$ cat config.mk
export PLATFORM = sky130hd
export DESIGN_NAME = uart_rx_fifo
export DESIGN_NICKNAME = d
export VERILOG_FILES = /design/src/rtl/uart_rx_fifo_pkg.sv /design/src/rtl/uart_rx_fifo_sync_fifo.sv /design/src/rtl/uart_rx_fifo.sv
export SDC_FILE = /design/constraint.sdc
export NUM_CORES = 1
export LEC_CHECK = 0
export BUFFER_PORTS_ARGS = -buffer_cell sky130_fd_sc_hd__buf_2
export CAP_MARGIN = 10
export CORE_MARGIN = 5
export CORE_UTILIZATION = 50
export CTS_BUF_LIST = sky130_fd_sc_hd__clkbuf_4
export CTS_CLUSTER_DIAMETER = 40
export CTS_CLUSTER_SIZE = 24
export DETAILED_ROUTE_END_ITERATION = 8
export PLACE_DENSITY = 0.67
export SYNTH_ARGS = -nofsm -noshare
export SYNTH_HDL_FRONTEND = slang
export SYNTH_SLANG_ARGS = --single-unit
$ cat constraint.sdc
create_clock -name clk -period 4 [get_ports clk]
set_input_delay 0.8 -clock clk [delete_from_list [all_inputs] [get_ports clk]]
set_output_delay 0.8 -clock clk [all_outputs]
set_load 0.005 [all_outputs]
$ cat src/rtl/uart_rx_fifo_pkg.sv
// Shared defaults and sizing helpers for the UART receive buffer and its FIFO.
package uart_rx_fifo_pkg;

   localparam int DEFAULT_DATA_BIT_COUNT = 8;
   localparam int DEFAULT_DEPTH          = 16;

   // Pointers and level carry one bit beyond the address so full and empty differ.
   function automatic int level_width(input int depth);
      return $clog2(depth) + 1;
   endfunction

endpackage

$ cat src/rtl/uart_rx_fifo_sync_fifo.sv
// Single-clock first-word-fall-through FIFO with extended-pointer full/empty detection.
module sync_fifo
   import uart_rx_fifo_pkg::*;
#(
   parameter int DATA_W = DEFAULT_DATA_BIT_COUNT,
   parameter int DEPTH  = DEFAULT_DEPTH
) (
   input  logic                          clk,
   input  logic                          rst,
   input  logic                          push,
   input  logic [DATA_W-1:0]             push_data,
   input  logic                          pop,
   output logic [DATA_W-1:0]             pop_data,
   output logic                          full,
   output logic                          empty,
   output logic [level_width(DEPTH)-1:0] level
);

   localparam int AW = $clog2(DEPTH);

   logic [DATA_W-1:0] mem [DEPTH];
   logic [AW:0]       wr_ptr;
   logic [AW:0]       rd_ptr;
   logic              do_pop;
   logic              do_push;

   assign empty = (wr_ptr == rd_ptr);
   assign full  = (wr_ptr[AW] != rd_ptr[AW]) && (wr_ptr[AW-1:0] == rd_ptr[AW-1:0]);
   assign level = wr_ptr - rd_ptr;

   // A pop on the same edge frees the slot the push lands in, so a full FIFO still accepts.
   assign do_pop  = pop & ~empty;
   assign do_push = push & (~full | do_pop);

   // NOTE: sequential state uses non-blocking assignments so every register sees pre-edge values.
   always_ff @(posedge clk or posedge rst) begin
      if (rst) begin
         wr_ptr <= '0;
         rd_ptr <= '0;
      end else begin
         if (do_push) wr_ptr <= wr_ptr + 1'b1;
         if (do_pop)  rd_ptr <= rd_ptr + 1'b1;
      end
   end

   // NOTE: storage has no reset; stale entries are unobservable while the pointers say empty.
   always_ff @(posedge clk) begin
      if (do_push) mem[wr_ptr[AW-1:0]] <= push_data;
   end

   assign pop_data = mem[rd_ptr[AW-1:0]];

endmodule

$ cat src/rtl/uart_rx_fifo.sv
// Receive-side byte buffer: captures each byte once on the receiver's ready edge,
// queues it, and hands it to the console mux over valid/ready with a sticky overflow flag.
module uart_rx_fifo
   import uart_rx_fifo_pkg::*;
#(
   parameter int DATA_BIT_COUNT = DEFAULT_DATA_BIT_COUNT,
   parameter int DEPTH          = DEFAULT_DEPTH
) (
   input  logic                          clk,
   input  logic                          rst,
   input  logic                          rx_ready,
   input  logic [DATA_BIT_COUNT-1:0]     rx_data,
   output logic                          out_valid,
   output logic [DATA_BIT_COUNT-1:0]     out_data,
   input  logic                          out_ready,
   output logic [level_width(DEPTH)-1:0] level,
   output logic                          overflow,
   input  logic                          clear_overflow
);

   logic rx_ready_q;
   logic push;
   logic pop;
   logic full;
   logic empty;
   logic drop;

   assign push      = rx_ready & ~rx_ready_q;
   assign out_valid = ~empty;
   assign pop       = out_valid & out_ready;
   assign drop      = push & full & ~pop;

   // rx_ready_q resets high so a flag still asserted across reset is not taken as a new byte.
   always_ff @(posedge clk or posedge rst) begin
      if (rst) begin
         rx_ready_q <= 1'b1;
         overflow   <= 1'b0;
      end else begin
         rx_ready_q <= rx_ready;
         if (drop)                overflow <= 1'b1;
         else if (clear_overflow) overflow <= 1'b0;
      end
   end

   sync_fifo #(
      .DATA_W (DATA_BIT_COUNT),
      .DEPTH  (DEPTH)
   ) u_fifo (
      .clk       (clk),
      .rst       (rst),
      .push      (push),
      .push_data (rx_data),
      .pop       (pop),
      .pop_data  (out_data),
      .full      (full),
      .empty     (empty),
      .level     (level)
   );

endmodule

==> results by group <==
Clock network
  • Resized Gates After CTS: 0
  • CTS Buf Count: 17
  • H-tree depth: 4
  • CTS Sinks: 140
  • TritonCTS clock tree: done
  • Clk pin slew, worst setup/hold paths: 0.13 ns
  • Hold buffers post-CTS: 0
  • CTS Buffer Depth: 2
  • Later-pin clock latency in the skew report: 0.52 ns
  • Clock root buffer master: clkbuf_4
  • # Post-CTS Setup Buffers: 0

Route
  • Routed WL: 10.87 mm
  • Via density per instance: 5.557
  • DR WL/cell: 21.69 microns
  • Vias: 2784
  • DRT Pass-1 Iters: 4
  • DRC Markers: 0
  • DR iter-0 viols: 257
  • Antenna viol nets, final: 0

Synth
  • Largest cells by area after synthesis: edfxtp_1, mux4_2, dfrtp_1
  • Syn_nets: 328
  • Syn avg cell area: 18.79 sq um
  • Register area share after synthesis: 72.32%
  • Netlist cell types: 38
  • FF+latch count, synth: 140
  • Yosys top cell area share: 67.06%
  • Largest area contributor in the netlist: edfxtp_1
  • Syn. warnings: 0
  • Mapped Cells: 305
  • Syn Std Cell Area: 0.005732 sq mm

Global route
  • Vias in the first global route: 2911
  • Largest net degree at the start of global routing: 29
  • All-layer global routing usage: 17.76%
  • Total gr overflow: 0
  • First-pass GRT wire length: 17.15 mm
  • Initial antenna violation count: 0

Pwr
  • Logic gate share of total power: 32.9%
  • Maximum vdd ir drop: 0.2720 mV
  • Seq pwr share: 42.6%
  • Power Dens Cells: 689.4 mW/mm^2
  • Switching Power: 0.001409 W
  • P_leak: 2.186 nW
  • Post-route total power: 0.004381 W
  • Switch share: 32.15%
  • Clock power share: 24.5%
  • Pint: 0.002972 W

Placement
  • Hpwl dp: 7.234 mm
  • RD Place Congestion: 0.7826
  • Setup slack at placement: 0.8613 ns
  • I/O Buffers: 27
  • Area post-placement: 0.006002 sq mm

Setup path
  • Critical Path RT: 3.20 ns
  • Path type of the worst setup path: reg -> out
  • R2R Setup Slk: 0.86 ns
  • Critical Path AT: 2.70 ns
  • CP Max Fanout: 20
  • Startpoint types: flop
  • Crit path capture type: output pin

Hold path
  • HP Class: in -> async

Floorplanning
  • Die area: 0.01370 sq mm
  • Die height: 117.1 microns
  • Initial Util: 50.63%
  • Io pins: 28
  • Row count: 39
  • Die Width: 117.1 microns
  • Core area: 0.01132 sq mm

Timing
  • Setup TNS: 0 ns
  • Number of hold violations in the final report: 0
  • Slew margin rel.: 47.86%
  • Fmax achieved: 286.1 MHz
  • Period Utilization, post-route: 87.38%
  • Setup ws final: 0.5047 ns
  • Max-slew violation count: 0
  • RSZ-0062 raised after global routing: no
  • Min Tclk post-route: 3.495 ns
  • Worst slew pin tran: 0.7793 ns
  • Final clock skew: 0.01960 ns
  • Final setup vio count: 0

Layout
  • Post-route design area: 0.006355 sq mm
  • Final Util: 56.13%
  • Layout cells sized above 1: 27.37%
  • Most common cell after layout, fill and taps aside: edfxtp_1
  • Ant diodes: 0
  • Commonest non-fill, non-tap cells in the layout: edfxtp_1, buf_2, mux2i_1
  • Final net count: 368
  • Area grow syn2layout: 10.87%

Run
  • Max Cap Viol: 0

Outcome
  • Status: completed
## synth_stat cells
master and n:
edfxtp_1 128, mux2i_1 24, mux4_2 22, o21ai_1 12, dfrtp_1 11, nor2_1 11
inv_1 10, ha_1 9, xnor2_1 9, nand2_1 8, a221oi_1 7, o21ai_0 6
buf_2 5, nor3_1 4, xor2_1 4, buf_1 3, buf_6 3, nand2b_1 3
a21o_1 2, a21oi_1 2, clkbuf_1 2, mux4_1 2, nand3_1 2, nand4_1 2
a21oi_2 1, a221oi_2 1, a311o_2 1, a31oi_2 1, and2_1 1, and4_4 1
buf_12 1, buf_8 1, clkinv_1 1, dfstp_2 1, fa_1 1, nor2_4 1
nor2b_1 1, o22ai_1 1
## registers in the layout, summed over array words and instances (netlist names)
signal         count
overflow           1
rx_ready_q         1
u_fifo.mem       128
u_fifo.rd_ptr      5
u_fifo.wr_ptr      5
## path summary, 6_finish.rpt
kind | start | cells after the start | endpoint
max in group asynchronous | rst | 2 | rx_ready_q
setup reg to reg | u_fifo.rd_ptr[3] | 6 | u_fifo.mem[10][0]
hold reg to reg | u_fifo.wr_ptr[4] | 1 | u_fifo.wr_ptr[4]
min in group clk | rx_ready | 1 | rx_ready_q
setup / recovery | u_fifo.rd_ptr[0] | 5 | out_data[7]
hold / removal | rst | 2 | u_fifo.rd_ptr[2]
## cells by family (layout without fill, tap and decap cells)
group,Yosys count,in the layout,share of synthesized area (%)
fa+ha+maj,10,10,2.314
flops,140,140,72.32
simple gates,34,34,2.925
mux,48,48,13.75
xor+xnor,13,13,1.986
compound gates,34,34,4.017
buf+inv,26,79,2.685
## metrics by stage
stage,instances,hold WS (ns)
final,501,0.2572
after CTS,501,0.2319
after detailed placement,469,0.5227
after floorplan,305,0.4977
after global placement,469,0.5115
after global routing,501,0.2818
## layout make-up
class	instances	area, sq um
clock buffer	18	135.1
inverter	11	41.29
sequential	140	4146
fill	860	4966
multi-input combinational	139	1433
timing repair buffer	36	202.7
tap	143	178.9
clock inverter	14	217.7
## critical path, cell delays in order (launching register included)
cell	delay (ns)
dfrtp_2	0.80
buf_4	0.31
mux4_2	0.52
mux2i_1	0.25
o21ai_1	0.14
buf_2	0.15
## power by group through the flow
stage	clock, W	combinational, W	sequential [W]
2_1_floorplan	0	0.00113	0.00179
3_3_place_gp	0	0.00145	0.00190
3_5_place_dp	0	0.00146	0.00190
4_1_cts	0.00110	0.00146	0.00187
5_1_grt	0.00115	0.00159	0.00189
6_report	0.00107	0.00144	0.00187
## routing by layer
layer / GRT usage [%] / routed length [microns] / part of all wire, %
met5: 0 / 0 / 0
met1: 26.27 / 4976 / 46
met3: 3.650 / 609 / 5.6
met2: 25.33 / 4990 / 46
met4: 8.792 / 293 / 2.7
No activity file was read; power rests on OpenSTA's default activity.
